`config.mk`:
```
export PLATFORM = sky130hd
export DESIGN_NAME = hazard_scoreboard
export DESIGN_NICKNAME = d
export VERILOG_FILES = /design/src/rtl/hazard_scoreboard_pkg.sv /design/src/rtl/hazard_scoreboard_sb_entry_shift.sv /design/src/rtl/hazard_scoreboard.sv
export SDC_FILE = /design/constraint.sdc
export NUM_CORES = 1
export LEC_CHECK = 0
export CORE_AREA = 8 8 64 66
export DETAILED_ROUTE_END_ITERATION = 10
export DIE_AREA = 0 0 72 74
export GPL_ROUTABILITY_DRIVEN = 0
export PLACE_DENSITY = 0.78
export SLEW_MARGIN = 30
export SYNTH_ARGS = -nofsm -noshare
export SYNTH_HDL_FRONTEND = slang
export SYNTH_SLANG_ARGS = --single-unit
```
`constraint.sdc`:
```
create_clock -name clk -period 3.3 [get_ports clk]
set_clock_uncertainty 0.05 [all_clocks]
set_input_delay 0.99 -clock clk [delete_from_list [all_inputs] [get_ports clk]]
set_output_delay 0.99 -clock clk [all_outputs]
set_load 0.02 [all_outputs]
```
`src/rtl/hazard_scoreboard_pkg.sv`:
```
// Shared types and constants for the decode-stage hazard scoreboard.
// Holds the scoreboard entry layout, FSM encodings and the source-match helper.
package hazard_scoreboard_pkg;

  localparam int DEPTH_DEF = 2;
  localparam logic [2:0] R7 = 3'd7;

  typedef struct packed {
    logic       v;
    logic [2:0] dest;
  } sb_entry_t;

  localparam logic [1:0] ST_RUN    = 2'd0;
  localparam logic [1:0] ST_DRAIN  = 2'd1;
  localparam logic [1:0] ST_HALTED = 2'd2;

  // True when a live in-flight writer targets a register the decoding instruction reads.
  function automatic logic src_match(input sb_entry_t e,
                                     input logic use_rs, input logic [2:0] rs,
                                     input logic use_rt, input logic [2:0] rt);
    return e.v & ((use_rs & (rs == e.dest)) | (use_rt & (rt == e.dest)));
  endfunction

endpackage

```
`src/rtl/hazard_scoreboard_sb_entry_shift.sv`:
```
// DEPTH-entry shift register of in-flight destination registers.
// Entry 0 is the instruction entering EX; entry DEPTH-1 is in MEM.
module sb_entry_shift
  import hazard_scoreboard_pkg::*;
#(
  parameter int DEPTH = DEPTH_DEF
) (
  input  logic                  clk,
  input  logic                  rst,
  input  logic                  en,
  input  sb_entry_t             din,
  output sb_entry_t [DEPTH-1:0] entries
);

  // NOTE: this small array is reset because its valid bits gate hazards; wide
  // data-only memories would normally be left unreset.
  always_ff @(posedge clk or posedge rst) begin
    if (rst) begin
      entries <= '0;
    end else if (en) begin
      entries[0] <= din;
      for (int i = 1; i < DEPTH; i++) begin
        entries[i] <= entries[i-1];
      end
    end
  end

endmodule

```
`src/rtl/hazard_scoreboard.sv`:
```
// Decode-stage RAW hazard unit: stalls on in-flight writers, squashes on flush,
// drains after HALT and counts hazard-stall cycles.
module hazard_scoreboard
  import hazard_scoreboard_pkg::*;
#(
  parameter int DEPTH = DEPTH_DEF,
  parameter int CNT_W = 16
) (
  input  logic             clk,
  input  logic             rst,
  input  logic             valid_D,
  input  logic [2:0]       rs_D,
  input  logic [2:0]       rt_D,
  input  logic             use_rs_D,
  input  logic             use_rt_D,
  input  logic             regWrite_D,
  input  logic             writeR7_D,
  input  logic [2:0]       writeRegSel_D,
  input  logic             HALT_D,
  input  logic             flush,
  input  logic             mem_stall,
  output logic             stall_FD,
  output logic             bubble_DX,
  output logic             en_DX,
  output logic             halted,
  output logic [CNT_W-1:0] stall_cnt
);

  sb_entry_t [DEPTH-1:0] entries;
  sb_entry_t             new_entry;
  logic [1:0]            state;
  logic [1:0]            state_nxt;
  logic                  match;
  logic                  any_valid;
  logic                  run;
  logic                  hazard;
  logic                  issue;
  logic                  cnt_inc;
  logic [2:0]            dest_D;
  logic                  wr_D;

  assign dest_D = writeR7_D ? R7 : writeRegSel_D;
  assign wr_D   = regWrite_D | writeR7_D;

  // NOTE: every always_comb output gets a default first so no latch is inferred.
  always_comb begin
    match     = 1'b0;
    any_valid = 1'b0;
    for (int i = 0; i < DEPTH; i++) begin
      match     = match | src_match(entries[i], use_rs_D, rs_D, use_rt_D, rt_D);
      any_valid = any_valid | entries[i].v;
    end
  end

  assign run     = (state == ST_RUN);
  assign hazard  = valid_D & match & run;
  assign issue   = valid_D & ~hazard & ~flush & ~mem_stall & run;
  assign cnt_inc = hazard & ~flush & ~mem_stall;

  assign stall_FD  = mem_stall | (hazard & ~flush) | ~run;
  assign bubble_DX = ~issue;
  assign en_DX     = ~mem_stall;
  assign halted    = (state == ST_HALTED);

  assign new_entry.v    = issue & wr_D;
  assign new_entry.dest = dest_D;

  sb_entry_shift #(.DEPTH(DEPTH)) u_shift (
    .clk     (clk),
    .rst     (rst),
    .en      (~mem_stall),
    .din     (new_entry),
    .entries (entries)
  );

  // DRAIN completes once no writer remains ahead of the HALT and the pipe moves.
  always_comb begin
    state_nxt = state;
    case (state)
      ST_RUN:    if (issue & HALT_D) state_nxt = ST_DRAIN;
      ST_DRAIN:  if (~any_valid & ~mem_stall) state_nxt = ST_HALTED;
      ST_HALTED: state_nxt = ST_HALTED;
      default:   state_nxt = ST_RUN;
    endcase
  end

  // NOTE: sequential state uses non-blocking assignments so all flops sample
  // pre-edge values regardless of block ordering.
  always_ff @(posedge clk or posedge rst) begin
    if (rst) begin
      state <= ST_RUN;
    end else begin
      state <= state_nxt;
    end
  end

  always_ff @(posedge clk or posedge rst) begin
    if (rst) begin
      stall_cnt <= '0;
    end else if (cnt_inc && (stall_cnt != '1)) begin
      stall_cnt <= stall_cnt + CNT_W'(1);
    end
  end

endmodule

```
After elaboration in Yosys (flattened, before gate mapping)
Cells that the tools add are included.
- bits in registers: 26
- bits in latches: 0
- bits in writable memories: 0
- ROM bits: 0
- input bits: 19
- output and inout port bits: 20
- logic and storage cells: 53
- memories: 0
- add/sub/neg operators: 1
- $mul: 0
- divide/modulo/power cells: 0
- $lt $le $gt $ge: 0
- equal/unequal tests: 9
- shift-type cells: 0
- mux-type cells: 4
- bitwise gates (word level): 30
- reduce and logical (&&, ||, !) cells: 3
- operator list (cell ; number):
    $and 1x1->1 ; 17
    $add 16x1->16 const B ; 1
    $ne 16x16->1 const B ; 1
    $eq 3x3->1 ; 4
    $or 1x1->1 ; 7
    $not 1->1 ; 6
    $pmux 2 s3 ; 1
    $mux 2 ; 2
    $mux 3 ; 1
    $eq 2x1->1 const B ; 1
    $eq 2x2->1 const B ; 1
    $logic_not 2->1 ; 1
    $ne 2x1->1 const B ; 1
    $ne 2x2->1 const B ; 1
    $reduce_and 2->1 ; 1
    $logic_and 1x1->1 ; 1

Depth between registers and ports, before layout
- depth in word-level cells: 15
- mapped depth: 8
- mapped depth without buffers: 8

By module
Synthesis repeated with hierarchy kept, for this count alone.
- cell total of the unflattened synthesis: 134
- area, all modules: 1451.4 µm²
- modules (own cells, without submodules) (module ; instances ; cells each ; area each (µm²)):
    hazard_scoreboard ; 1 ; 116 ; 1116.1
    sb_entry_shift ; 1 ; 18 ; 335.3

Worst setup path before layout
No wires, ideal clock.
- kind: input -> output
- start point: input port rt_D[0]
- end point: output port bubble_DX
- arrival time: 2005 ps
- data required time: 2260 ps
- setup slack: 255 ps
- stages on the path: 6
- path through: xnor2_1 > nand4_1 > a21boi_0 > nor2_1 > buf_6 > nand3_2
- cells in the longest elaborated chain, start to end: 13
- ends and longest elaborated chain (what ; line ; source):
    start: declaration ; hazard_scoreboard.sv:13 ; input logic [2:0] rt_D,
    $eq 3x3->1 ; hazard_scoreboard_pkg.sv:21 ; return e.v & ((use_rs & (rs == e.dest)) | (use_rt & (rt == e.dest)));
    $and 1x1->1 ; hazard_scoreboard_pkg.sv:21 ;
    $or 1x1->1 ; hazard_scoreboard_pkg.sv:21 ;
    $and 1x1->1 ; hazard_scoreboard_pkg.sv:21 ;
    $or 1x1->1 (*) ; hazard_scoreboard.sv:50 ; match = match | src_match(entries[i], use_rs_D, rs_D, use_rt_D, rt_D);
    $and 1x1->1 (*) (2 in a row) ; hazard_scoreboard.sv:56 ; assign hazard = valid_D & match & run;
    $not 1->1 (*) ; hazard_scoreboard.sv:57 ; assign issue = valid_D & ~hazard & ~flush & ~mem_stall & run;
    $and 1x1->1 (*) (4 in a row) ; hazard_scoreboard.sv:57 ;
    $not 1->1 (*) ; hazard_scoreboard.sv:61 ; assign bubble_DX = ~issue;
    end: declaration ; hazard_scoreboard.sv:23 ; output logic bubble_DX,
Mark *: on every way between the ends. The rest lies on a longest branch, timed or not.

Final worst setup path
- start point: input port use_rs_D
- end point: output port stall_FD
- cells in the longest elaborated chain, start to end: 9
- ends and longest elaborated chain (what ; line ; source):
    start: declaration ; hazard_scoreboard.sv:14 ; input logic use_rs_D,
    $and 1x1->1 ; hazard_scoreboard_pkg.sv:21 ;
    $or 1x1->1 ; hazard_scoreboard_pkg.sv:21 ;
    $and 1x1->1 ; hazard_scoreboard_pkg.sv:21 ;
    $or 1x1->1 (*) ; hazard_scoreboard.sv:50 ;
    $and 1x1->1 (*) (2 in a row) ; hazard_scoreboard.sv:56 ;
    $and 1x1->1 (*) ; hazard_scoreboard.sv:60 ; assign stall_FD = mem_stall | (hazard & ~flush) | ~run;
    $or 1x1->1 (*) (2 in a row) ; hazard_scoreboard.sv:60 ;
    end: declaration ; hazard_scoreboard.sv:22 ; output logic stall_FD,
Marks and branches as above.

==> impl_results.md <==
* # diodes at 0
* Antenna viol nets, final at 0
* Max Slew Vio Count at 0
* Final Cycle Share at 0.949
* Crit-path max FO at 3
* TritonCTS clock tree: yes
* Total gr overflow at 0
* RSZ-0062 raised after global routing: no
* Clock latency on the worst-skew pair at 0.31 ns
* H-tree levels at 1
* Largest area contributor in the netlist: dfrtp_1
* Status: finished, final reports clean
* Clock sink count at 26
* Largest net degree at the start of global routing at 27
* CP Capture Type: output port
* Number of synthesized register bits at 26
* Min Tclk post-route at 3.13 ns
* Leak pwr at 0.896 nW
* CTS Buf Count at 3
* Sequential-to-total area share from yosys stat at 0.449
* CP Cell Sequence: clkdlybuf4s50_1 -> nand4_1 -> a21oi_2 -> o21ai_0 -> nand2_1 -> buf_4
* Reg2reg start: state[0]$_DFFE_PP0P_
* Slowest CP cell: clkdlybuf4s50_1
* Ratio of cells with drive above 1 in the final layout at 0.129
* Critical Path AT at 2.09 ns
* Remaining DRCs at 0
* EDFF count, synth at 0
* Worst Setup SP: use_rs_D
* PwrDens at 387 nW/um^2
* Worst setup path class: in2out
* Antenna violations before repair at 0
* Nets at 211
* Final Hold Fails at 0
* Post-Syn Area at 1450 um^2
* Syn_area_per_cell at 10.2 um^2
* CP top delay family: buffers and inverters
* DIE AREA at 5330 um^2
* DR WL/cell at 14.8 um
* Vias in the first global route at 1257
* First-pass GRT wire length at 5.98 mm
* Top_reg_cell synth: dfrtp_1
* YS warnings at 0
* Area contributors post-synth: dfrtp_1, xor2_1, xnor2_1
* Core Util, Final at 0.604
* Row count at 21
* CP bufs+invs at 2
* Slowest stage delay, CP at 0.48 ns
* Slew Limit Headroom at 0.702
* Synth top area share at 0.449
* Fmax at 0.319 GHz
* Hold-fix buffers, CTS at 0
* Clk pin slew, worst setup/hold paths at 0.13 ns
* Fill cells at 293
* Total Power at 0.744 mW
* WP data required at 2.26 ns
* Hold Path Class: reg2reg
* Most instantiated cells after synthesis: dfrtp_1, xor2_1, nand2_1
* Port bufs at 38
* Final setup viols at 0
* Root Buffer Master: clkbuf_4
* Total Wirelength at 3.44 mm
* Worst Tran Pin Value at 0.444 ns
* Fraction of registers with async set/reset at 1.00
* Library cell with the highest instance count after synthesis: dfrtp_1
* DRT iter0 DRCs at 84
* Die Y-Extent at 74 um
* Routed vias/inst at 5.17
* Die width at 72 um
* DRT Pass-1 Iters at 4
* Yosys cell types at 31
* VDD IR-drop max at 0.269 mV
* R2R setup slack at 1.07 ns
* Clock buffer depth at 2
* Gr usage total at 0.140
* Core area at 3180 um^2
* Initial Util at 0.456
* Layout area overhead at 32.5%
* Min-delay src: stall_cnt[14]$_DFFE_PP0P_
* Max Cap Violations at 0
* Post-Synthesis Net Count at 165
* Startpoint class of the critical path: primary input
* Cells after synthesis at 142
* Placed wire-length estimate at 2.64 mm
* Routed via count at 1200
* IO Pins at 39
==> per-layer routing <==
layer | wire length (um) | global-route usage | vias up
li1 | - | - | 584
met1 | 1550 | 0.161 | 574
met2 | 1590 | 0.239 | 38
met3 | 273 | 0.0526 | 4
met4 | 25 | 0.0363 | 0
met5 | 0 | 0 | -
==> cell usage in the layout, fill, tap and decap left out, types with 5 or more instances in the layout <==
cell	instances
clkdlybuf4s50_1	29
dfrtp_1	26
xor2_1	15
nand2_1	14
xnor2_1	12
buf_4	10
nor3_1	9
nand4_1	8
nor2_1	8
dlygate4sd2_1	7
inv_1	5
o21ai_0	5
==> area by class of cell <==
type | instances | area [um^2] | area share
multi-input combinational | 106 | 746 | 0.388
inverter | 5 | 18.8 | 0.00977
tap | 46 | 57.6 | 0.0299
clock buffer | 3 | 22.5 | 0.0117
sequential | 26 | 651 | 0.339
timing repair buffer | 46 | 427 | 0.222
==> registers in the layout (all words and copies together) (netlist names) <==
name and count:
u_shift.entries 8, state 2, stall_cnt 16
==> metrics by stage <==
step | instances | setup slack [ns] | hold slack (ns) | area, um^2 | setup TNS, ns
2_1_floorplan | 142 | 0.255 | 0.420 | 1450 | 0
3_3_place_gp | 229 | -0.544 | 0.423 | 1910 | -1.11
3_5_place_dp | 229 | -0.621 | 0.428 | 1910 | -1.26
4_1_cts | 232 | 0.157 | 0.449 | 1920 | 0
5_1_grt | 232 | 0.0526 | 0.456 | 1920 | 0
6_report | 232 | 0.167 | 0.445 | 1920 | 0
==> where the power goes <==
group	leakage (nW)	switching (mW)	internal (mW)	total (mW)
logic	0.537	0.122	0.118	0.240
registers	0.345	0.0274	0.347	0.374
clock network	0.0138	0.0878	0.0427	0.130
==> cell families (layout without fill, tap and decap cells) <==
family | Yosys count | in the layout | synth area share
AO/OA/AOI/OAI | 15 | 15 | 0.0673
XOR/XNOR | 27 | 27 | 0.163
flip-flops | 26 | 26 | 0.449
buffers and inverters | 10 | 54 | 0.0423
multiplexers | 4 | 4 | 0.0311
adder cells (fa/ha/maj) | 4 | 4 | 0.0345
AND/OR/NAND/NOR | 56 | 56 | 0.213
==> final timing paths <==
path	endpoint	depth (start not counted)
max in group asynchronous	stall_cnt[13]$_DFFE_PP0P_	3
hold / removal	stall_cnt[14]$_DFFE_PP0P_	1
setup reg to reg	stall_cnt[1]$_DFFE_PP0P_	8
hold reg to reg	stall_cnt[14]$_DFFE_PP0P_	1
min in group asynchronous	stall_cnt[6]$_DFFE_PP0P_	3
setup / recovery	stall_FD	6
==> what timing repair did <==
action / 4_1_cts / 5_1_grt
gates resized for setup: 20 / 0
setup endpoints to repair: 3 / 0
setup buffers: 0 / 0
Power figures use the tool's default switching activity.
